<file path="config.mk">
export PLATFORM = sky130hd
export DESIGN_NAME = alu_arbitro_flat
export DESIGN_NICKNAME = d
export VERILOG_FILES = /design/src/rtl/alu_arbitro_if.sv /design/src/rtl/alu_arbitro.sv /design/src/flat_wrapper.sv
export SDC_FILE = /design/constraint.sdc
export NUM_CORES = 1
export LEC_CHECK = 0
export CORE_MARGIN = 2
export CORE_UTILIZATION = 65
export CTS_CLUSTER_DIAMETER = 60
export DETAILED_ROUTE_END_ITERATION = 8
export PLACE_DENSITY_LB_ADDON = 0.15
export SYNTH_ARGS = -nofsm -noshare
export SYNTH_HDL_FRONTEND = slang
export SYNTH_SLANG_ARGS = --single-unit
</file>
<file path="constraint.sdc">
create_clock -name clk -period 34.8 [get_ports clk]
set_input_delay 5.22 -clock clk [delete_from_list [all_inputs] [get_ports clk]]
set_output_delay 5.22 -clock clk [all_outputs]
set_load 0.01 [all_outputs]
</file>
<file path="src/rtl/alu_arbitro_if.sv">
// Command and response bundle shared by the two requesters, the alu_arbitro controller and the
// response consumer. The controller connects through the slave modport, the requester/consumer side through master.
interface alu_arbitro_if;
    logic        req0_valid;
    logic        req0_ready;
    logic [2:0]  req0_op;
    logic [7:0]  req0_a;
    logic [7:0]  req0_b;

    logic        req1_valid;
    logic        req1_ready;
    logic [2:0]  req1_op;
    logic [7:0]  req1_a;
    logic [7:0]  req1_b;

    logic        rsp_valid;
    logic        rsp_ready;
    logic        rsp_id;
    logic [15:0] rsp_resultado;
    logic        rsp_banderaA;
    logic        rsp_banderaB;
    logic        rsp_err;

    modport master (
        output req0_valid, req0_op, req0_a, req0_b,
        output req1_valid, req1_op, req1_a, req1_b,
        output rsp_ready,
        input  req0_ready, req1_ready,
        input  rsp_valid, rsp_id, rsp_resultado, rsp_banderaA, rsp_banderaB, rsp_err
    );

    modport slave (
        input  req0_valid, req0_op, req0_a, req0_b,
        input  req1_valid, req1_op, req1_a, req1_b,
        input  rsp_ready,
        output req0_ready, req1_ready,
        output rsp_valid, rsp_id, rsp_resultado, rsp_banderaA, rsp_banderaB, rsp_err
    );
endinterface

</file>
<file path="src/rtl/alu_arbitro.sv">
// Round-robin controller sharing one 8-bit combinational ALU between two requesters, with a multicycle
// execute window and a valid/ready response channel. Define ALU_ARBITRO_STATS_EN to add per-requester response counters.

// Combinational ALU. banderaA = carry / borrow / product overflow, banderaB = zero result.
module alu_arbitro_alu (
    input  logic [2:0]  op_i,
    input  logic [7:0]  a_i,
    input  logic [7:0]  b_i,
    output logic [15:0] resultado_o,
    output logic        banderaA_o,
    output logic        banderaB_o
);
    logic [15:0] res;
    logic        flag_a;

    always_comb begin
        res    = 16'h0000;
        flag_a = 1'b0;
        case (op_i)
            3'b000: begin
                res    = 16'(a_i) + 16'(b_i);
                flag_a = res[8];
            end
            3'b001: begin
                res    = {8'h00, a_i - b_i};
                flag_a = (a_i < b_i);
            end
            3'b010: begin
                res    = 16'(a_i) * 16'(b_i);
                flag_a = |res[15:8];
            end
            // Zero divisor yields 0 here; the controller substitutes its own error result.
            3'b011: if (b_i != 8'h00) res = {8'h00, a_i / b_i};
            3'b100: if (b_i != 8'h00) res = {8'h00, a_i % b_i};
            3'b101: res = {8'h00, a_i & b_i};
            3'b110: res = {8'h00, a_i | b_i};
            default: res = {8'h00, a_i ^ b_i};
        endcase
    end

    assign resultado_o = res;
    assign banderaA_o  = flag_a;
    assign banderaB_o  = (res == 16'h0000);
endmodule

module alu_arbitro #(
    parameter int unsigned RR_INIT     = 0,
    parameter int unsigned EXEC_CYCLES = 1
) (
    input  logic          clk,
    input  logic          rst_n,
    alu_arbitro_if.slave  bus,
    output logic          busy
`ifdef ALU_ARBITRO_STATS_EN
    ,
    output logic [15:0]   stat_cnt0,
    output logic [15:0]   stat_cnt1
`endif
);
    if (EXEC_CYCLES < 1 || EXEC_CYCLES > 15) begin : g_bad_exec_cycles
        $error("alu_arbitro: EXEC_CYCLES must be in 1..15");
    end
    if (RR_INIT > 1) begin : g_bad_rr_init
        $error("alu_arbitro: RR_INIT must be 0 or 1");
    end

    localparam logic [3:0] CNT_LOAD = 4'(EXEC_CYCLES - 1);
    localparam logic       PTR_INIT = (RR_INIT != 0);

    typedef enum logic [1:0] {
        S_IDLE = 2'd0,
        S_EXEC = 2'd1,
        S_RESP = 2'd2
    } state_t;

    state_t      state_q, state_d;
    logic        ptr_q, ptr_d;
    logic [3:0]  cnt_q, cnt_d;
    logic        id_q, id_d;
    logic [2:0]  op_q, op_d;
    logic [7:0]  a_q, a_d;
    logic [7:0]  b_q, b_d;

    logic        rsp_valid_q, rsp_valid_d;
    logic        rsp_id_q, rsp_id_d;
    logic [15:0] rsp_res_q, rsp_res_d;
    logic        rsp_fa_q, rsp_fa_d;
    logic        rsp_fb_q, rsp_fb_d;
    logic        rsp_err_q, rsp_err_d;

    logic        grant0, grant1;
    logic        div_zero;
    logic [15:0] alu_res;
    logic        alu_fa, alu_fb;

    alu_arbitro_alu u_alu (
        .op_i        (op_q),
        .a_i         (a_q),
        .b_i         (b_q),
        .resultado_o (alu_res),
        .banderaA_o  (alu_fa),
        .banderaB_o  (alu_fb)
    );

    // Grants are offered only in IDLE and never while reset is held.
    always_comb begin
        grant0 = 1'b0;
        grant1 = 1'b0;
        if (state_q == S_IDLE && rst_n) begin
            grant0 = bus.req0_valid && (!bus.req1_valid || !ptr_q);
            grant1 = bus.req1_valid && (!bus.req0_valid ||  ptr_q);
        end
    end

    assign div_zero = ((op_q == 3'b011) || (op_q == 3'b100)) && (b_q == 8'h00);

    always_comb begin
        state_d     = state_q;
        ptr_d       = ptr_q;
        cnt_d       = cnt_q;
        id_d        = id_q;
        op_d        = op_q;
        a_d         = a_q;
        b_d         = b_q;
        rsp_valid_d = rsp_valid_q;
        rsp_id_d    = rsp_id_q;
        rsp_res_d   = rsp_res_q;
        rsp_fa_d    = rsp_fa_q;
        rsp_fb_d    = rsp_fb_q;
        rsp_err_d   = rsp_err_q;

        case (state_q)
            S_IDLE: begin
                if (grant0 || grant1) begin
                    id_d    = grant1;
                    op_d    = grant1 ? bus.req1_op : bus.req0_op;
                    a_d     = grant1 ? bus.req1_a  : bus.req0_a;
                    b_d     = grant1 ? bus.req1_b  : bus.req0_b;
                    ptr_d   = !grant1;
                    cnt_d   = CNT_LOAD;
                    state_d = S_EXEC;
                end
            end
            S_EXEC: begin
                if (cnt_q == 4'd0) begin
                    rsp_valid_d = 1'b1;
                    rsp_id_d    = id_q;
                    rsp_res_d   = div_zero ? 16'hFFFF : alu_res;
                    rsp_fa_d    = div_zero ? 1'b0 : alu_fa;
                    rsp_fb_d    = div_zero ? 1'b0 : alu_fb;
                    rsp_err_d   = div_zero;
                    state_d     = S_RESP;
                end else begin
                    cnt_d = cnt_q - 4'd1;
                end
            end
            S_RESP: begin
                // Returning to IDLE here means the earliest next acceptance is one edge later.
                if (bus.rsp_ready) begin
                    rsp_valid_d = 1'b0;
                    state_d     = S_IDLE;
                end
            end
            default: state_d = S_IDLE;
        endcase
    end

    always_ff @(posedge clk or negedge rst_n) begin
        if (!rst_n) begin
            state_q     <= S_IDLE;
            ptr_q       <= PTR_INIT;
            cnt_q       <= 4'd0;
            id_q        <= 1'b0;
            op_q        <= 3'd0;
            a_q         <= 8'h00;
            b_q         <= 8'h00;
            rsp_valid_q <= 1'b0;
            rsp_id_q    <= 1'b0;
            rsp_res_q   <= 16'h0000;
            rsp_fa_q    <= 1'b0;
            rsp_fb_q    <= 1'b0;
            rsp_err_q   <= 1'b0;
        end else begin
            state_q     <= state_d;
            ptr_q       <= ptr_d;
            cnt_q       <= cnt_d;
            id_q        <= id_d;
            op_q        <= op_d;
            a_q         <= a_d;
            b_q         <= b_d;
            rsp_valid_q <= rsp_valid_d;
            rsp_id_q    <= rsp_id_d;
            rsp_res_q   <= rsp_res_d;
            rsp_fa_q    <= rsp_fa_d;
            rsp_fb_q    <= rsp_fb_d;
            rsp_err_q   <= rsp_err_d;
        end
    end

    assign bus.req0_ready    = grant0;
    assign bus.req1_ready    = grant1;
    assign bus.rsp_valid     = rsp_valid_q;
    assign bus.rsp_id        = rsp_id_q;
    assign bus.rsp_resultado = rsp_res_q;
    assign bus.rsp_banderaA  = rsp_fa_q;
    assign bus.rsp_banderaB  = rsp_fb_q;
    assign bus.rsp_err       = rsp_err_q;
    assign busy              = (state_q != S_IDLE);

`ifdef ALU_ARBITRO_STATS_EN
    logic        rsp_hs;
    logic [15:0] stat0_q, stat0_d;
    logic [15:0] stat1_q, stat1_d;

    assign rsp_hs = (state_q == S_RESP) && bus.rsp_ready;

    always_comb begin
        stat0_d = stat0_q;
        stat1_d = stat1_q;
        if (rsp_hs && !rsp_id_q && (stat0_q != 16'hFFFF)) stat0_d = stat0_q + 16'd1;
        if (rsp_hs &&  rsp_id_q && (stat1_q != 16'hFFFF)) stat1_d = stat1_q + 16'd1;
    end

    always_ff @(posedge clk or negedge rst_n) begin
        if (!rst_n) begin
            stat0_q <= 16'h0000;
            stat1_q <= 16'h0000;
        end else begin
            stat0_q <= stat0_d;
            stat1_q <= stat1_d;
        end
    end

    assign stat_cnt0 = stat0_q;
    assign stat_cnt1 = stat1_q;
`endif
endmodule
</file>
<file path="src/flat_wrapper.sv">
// flat-port wrapper written by rule: the top's interface ports become plain ports
module alu_arbitro_flat 
#(
    parameter int unsigned RR_INIT     = 0,
    parameter int unsigned EXEC_CYCLES = 1
)
  (clk, rst_n, busy, bus_req0_valid, bus_req0_op, bus_req0_a, bus_req0_b, bus_req1_valid, bus_req1_op, bus_req1_a, bus_req1_b, bus_rsp_ready, bus_req0_ready, bus_req1_ready, bus_rsp_valid, bus_rsp_id, bus_rsp_resultado, bus_rsp_banderaA, bus_rsp_banderaB, bus_rsp_err);
  alu_arbitro_if bus_i ();
  input  logic clk;
  input  logic rst_n;
  output logic busy;
  input wire logic [$bits(bus_i.req0_valid)-1:0] bus_req0_valid;
  input wire logic [$bits(bus_i.req0_op)-1:0] bus_req0_op;
  input wire logic [$bits(bus_i.req0_a)-1:0] bus_req0_a;
  input wire logic [$bits(bus_i.req0_b)-1:0] bus_req0_b;
  input wire logic [$bits(bus_i.req1_valid)-1:0] bus_req1_valid;
  input wire logic [$bits(bus_i.req1_op)-1:0] bus_req1_op;
  input wire logic [$bits(bus_i.req1_a)-1:0] bus_req1_a;
  input wire logic [$bits(bus_i.req1_b)-1:0] bus_req1_b;
  input wire logic [$bits(bus_i.rsp_ready)-1:0] bus_rsp_ready;
  output wire logic [$bits(bus_i.req0_ready)-1:0] bus_req0_ready;
  output wire logic [$bits(bus_i.req1_ready)-1:0] bus_req1_ready;
  output wire logic [$bits(bus_i.rsp_valid)-1:0] bus_rsp_valid;
  output wire logic [$bits(bus_i.rsp_id)-1:0] bus_rsp_id;
  output wire logic [$bits(bus_i.rsp_resultado)-1:0] bus_rsp_resultado;
  output wire logic [$bits(bus_i.rsp_banderaA)-1:0] bus_rsp_banderaA;
  output wire logic [$bits(bus_i.rsp_banderaB)-1:0] bus_rsp_banderaB;
  output wire logic [$bits(bus_i.rsp_err)-1:0] bus_rsp_err;
  assign bus_i.req0_valid = bus_req0_valid;
  assign bus_i.req0_op = bus_req0_op;
  assign bus_i.req0_a = bus_req0_a;
  assign bus_i.req0_b = bus_req0_b;
  assign bus_i.req1_valid = bus_req1_valid;
  assign bus_i.req1_op = bus_req1_op;
  assign bus_i.req1_a = bus_req1_a;
  assign bus_i.req1_b = bus_req1_b;
  assign bus_i.rsp_ready = bus_rsp_ready;
  assign bus_req0_ready = bus_i.req0_ready;
  assign bus_req1_ready = bus_i.req1_ready;
  assign bus_rsp_valid = bus_i.rsp_valid;
  assign bus_rsp_id = bus_i.rsp_id;
  assign bus_rsp_resultado = bus_i.rsp_resultado;
  assign bus_rsp_banderaA = bus_i.rsp_banderaA;
  assign bus_rsp_banderaB = bus_i.rsp_banderaB;
  assign bus_rsp_err = bus_i.rsp_err;
  alu_arbitro #(.RR_INIT(RR_INIT), .EXEC_CYCLES(EXEC_CYCLES)) u_core (.clk(clk), .rst_n(rst_n), .bus(bus_i), .busy(busy));
endmodule
</file>
==> flow_summary.json <==
{
  "global_route_wire_length_before_repair_um": 34500,
  "grt_use_total_pct": 37.4,
  "report.final.hold_viol_count": 0,
  "fmax_ghz": 0.0760,
  "fp.dieH_um": 109,
  "routed_wire_per_std_cell_um": 20.0,
  "syn2layout_area_growth_pct": 12.1,
  "clockRootBuffer": "sky130_fd_sc_hd__clkbuf_8",
  "n_antenna_cell": 0,
  "largest_net_degree_at_the_start_of_global_routing": 50,
  "synth-edff-count": 0,
  "timing_worst_slew_pin_value_ps": 1030,
  "post-cts-setup-buffers": 0,
  "final_ws_setup_ps": 21640,
  "numPlacedInstances": 1054,
  "timing.hold.worst.start": "u_core.id_q",
  "clock_sink_count": 48,
  "fin_tns_setup_ps": 0,
  "timing.critical_path.to_type": "register",
  "syn_area_sq_mm": 0.00715,
  "timing_worst_setup_path_type": "reg2reg",
  "hold_path_class": "reg2reg",
  "yosysTopAreaCellShare_pct": 17.9,
  "cpMaxStageDelayCell": "sky130_fd_sc_hd__nor4_2",
  "share_of_final_layout_standard_cells_stronger_than_drive_strength_1_pct": 5.10,
  "row_count": 38,
  "globalRouteOverflowTotal": 0,
  "layout_cells_excl_fill": 1062,
  "startpoint_type": "register",
  "first_global_vias": 7086,
  "post-route-period-util_pct": 37.8,
  "synth.lib_cells_used.distinct": 75,
  "synth_area_leaders": "sky130_fd_sc_hd__ha_1, sky130_fd_sc_hd__dfrtp_1, sky130_fd_sc_hd__fa_1",
  "dp_worst_setup_slack_ps": 21960,
  "critical_path_arrival_ps": 13390,
  "drcViolationCount": 0,
  "synthFlopType": "sky130_fd_sc_hd__dfrtp_1",
  "slew-limit-headroom_pct": 31.5,
  "synth.largest_area_cell": "sky130_fd_sc_hd__ha_1",
  "drt-pass1-iter-count": 5,
  "cts_hold_buf": 0,
  "worstSkewPairLatency_ps": 310,
  "place.port_buffers": 66,
  "holdPathEnd": "u_core.id_q",
  "place_congestion": 1.00,
  "post_synth.cell_area_avg_sq_um": 8.16,
  "initial_core_util_pct": 66.2,
  "clock_skew_ps": 10.3,
  "timing.final.setup_violations": 0,
  "synth_register_bits": 48,
  "cts_made_buffers": 5,
  "synthArstFlopShare_pct": 100,
  "core_area_sq_mm": 0.0108,
  "clk_transition_reported_paths_ps": 90,
  "r2r_cells": 48,
  "run_status": "complete, no violations",
  "cts-resized-gates": 0,
  "place_hpwl_um": 16600,
  "timing.reg2reg.setup_slack_ps": 21640,
  "syn_inst": 876,
  "max_buffers_root_to_sink": 2,
  "top_level_ports": 67,
  "fin_nets": 1105,
  "worst-endpoint-required_ps": 35020,
  "drv_cap": 0,
  "via_count": 6953,
  "worst_setup_path_startpoint": "u_core.b_q[7]",
  "antenna_left": 0,
  "critical-path-top-cell-by-count": "sky130_fd_sc_hd__ha_1",
  "regToRegStartpoint": "u_core.b_q[7]",
  "finalMaxSlewViolations": 0,
  "critical-path-max-stage-delay_ps": 660,
  "finalCriticalPeriod_ps": 13160,
  "ys_warn_count": 0,
  "detail_route.vias_per_cell": 6.55,
  "rsz0062_at_grt": "false",
  "worstReg2RegEnd": "u_core.bus.rsp_banderaB",
  "chipWidth_um": 109,
  "drt-total-wl_um": 21200,
  "cts_tree": "yes",
  "area_of_the_die_sq_mm": 0.0118,
  "path_max_fanout": 15,
  "synth_seq_area_share_pct": 16.8,
  "first_iter_violations": 751,
  "htree_num_levels": 2,
  "synth.net_count": 1060,
  "hold-path-cell-count": 1,
  "number_of_antenna_violations_at_the_first_check_in_global_routing": 0
}
## metal layers
layer,track usage [%],vias to the layer above,part of all wire (%)
met5,0,-,0
met1,48.3,3320,41
met2,61.2,356,46
met4,17.9,0,3.9
li1,-,3199,-
met3,6.22,78,8.9
## through the flow
step	util (%)	area (sq um)	hold WS [ps]
after global placement	73.2	7900	456
after CTS	74.3	8020	518
after global routing	74.3	8020	522
final	74.3	8020	516
after detailed placement	73.2	7900	495
after floorplan	-	7150	444
## flip-flops by register name, indices dropped and copies added (netlist names)
signal and flops:
u_core.bus.rsp_resultado 16, u_core.a_q 8, u_core.b_q 8, u_core.cnt_q 4, u_core.op_q 3, u_core.state_q 2
u_core.bus.rsp_banderaA 1, u_core.bus.rsp_banderaB 1, u_core.bus.rsp_err 1, u_core.bus.rsp_id 1, u_core.bus.rsp_valid 1, u_core.id_q 1
u_core.ptr_q 1
## kinds of logic (layout without fill, tap and decap cells)
group	after synthesis	in the layout	share of synthesized area, %
flip-flops	48	48	16.8
AO/OA/AOI/OAI	251	251	24.5
buffers and inverters	120	166	6.53
XOR/XNOR	28	28	3.43
adder cells (fa/ha/maj)	141	141	28.8
AND/OR/NAND/NOR	269	269	17.1
multiplexers	19	19	2.78
## cell type report
type	instances	area, sq um
clock buffers	5	68.8
clock inverters	3	46.3
fillers	849	2780
inverters	87	327
multi-input cells	708	5500
flip-flops and latches	48	1200
well taps	140	175
repair buffers	71	693
## Yosys cell counts (4+ instances only)
library cell                 n
sky130_fd_sc_hd__dfrtp_1    48
sky130_fd_sc_hd__ha_1      102
sky130_fd_sc_hd__or3_1       5
sky130_fd_sc_hd__xnor2_1    17
sky130_fd_sc_hd__o21a_1     16
sky130_fd_sc_hd__nand2_1    75
sky130_fd_sc_hd__a21oi_1    50
sky130_fd_sc_hd__o211ai_1   10
sky130_fd_sc_hd__mux2_2      7
sky130_fd_sc_hd__o21bai_1    4
sky130_fd_sc_hd__nor3b_1     6
sky130_fd_sc_hd__nand2b_1    7
sky130_fd_sc_hd__mux2i_1    12
sky130_fd_sc_hd__a22oi_1     5
sky130_fd_sc_hd__a21o_1     14
sky130_fd_sc_hd__inv_1      84
sky130_fd_sc_hd__a211o_1     5
sky130_fd_sc_hd__o221ai_1    8
sky130_fd_sc_hd__a211oi_1    7
sky130_fd_sc_hd__xor2_1     11
sky130_fd_sc_hd__nor2b_1     5
sky130_fd_sc_hd__and3_1      5
sky130_fd_sc_hd__nor2_1    101
sky130_fd_sc_hd__o21ai_0    56
sky130_fd_sc_hd__nand3_1    10
sky130_fd_sc_hd__a221o_1    11
sky130_fd_sc_hd__o31ai_1     5
sky130_fd_sc_hd__a31oi_1     7
sky130_fd_sc_hd__fa_1       39
sky130_fd_sc_hd__clkbuf_1   27
sky130_fd_sc_hd__or2_2       6
sky130_fd_sc_hd__nor3_1     30
sky130_fd_sc_hd__o22a_1      9
sky130_fd_sc_hd__nand4_1     4
## critical path, delay by kind of cell, from the launching register on
kind                       cells  cell delay, ps
AOI/OAI and AO/OA             26            6390
and+or+nand+nor               13            3200
adders and majority gates      7            2190
DFF                            1             640
muxes                          1             380
buffers and inverters          1             250
## worst max path at each step
stage | end | slack (ps) | cells past startpoint
after detailed placement | u_core.bus.rsp_banderaB | 21960 | 48
final | u_core.bus.rsp_banderaB | 21640 | 48
after CTS | u_core.bus.rsp_banderaB | 21920 | 48
after global placement | bus_req0_ready | 22430 | 4
after global routing | u_core.bus.rsp_banderaB | 20640 | 48
after floorplan | u_core.bus.rsp_banderaB | 23300 | 49
## layout by cell type, fill, tap and decap left out, drive strengths merged, types with 10 or more instances in the layout
master and n:
a21o 14, a21oi 51, a221o 11, clkdlybuf4s50 65, dfrtp 48, fa 39, ha 102, inv 87
mux2i 12, nand2 75, nand3 10, nor2 101, nor3 30, o211ai 10, o21a 16, o21ai 58
xnor2 17, xor2 11
Power is left out: the tool's default activity adds up to more than one toggle a clock period on the data nets, which glitch-free logic cannot reach.
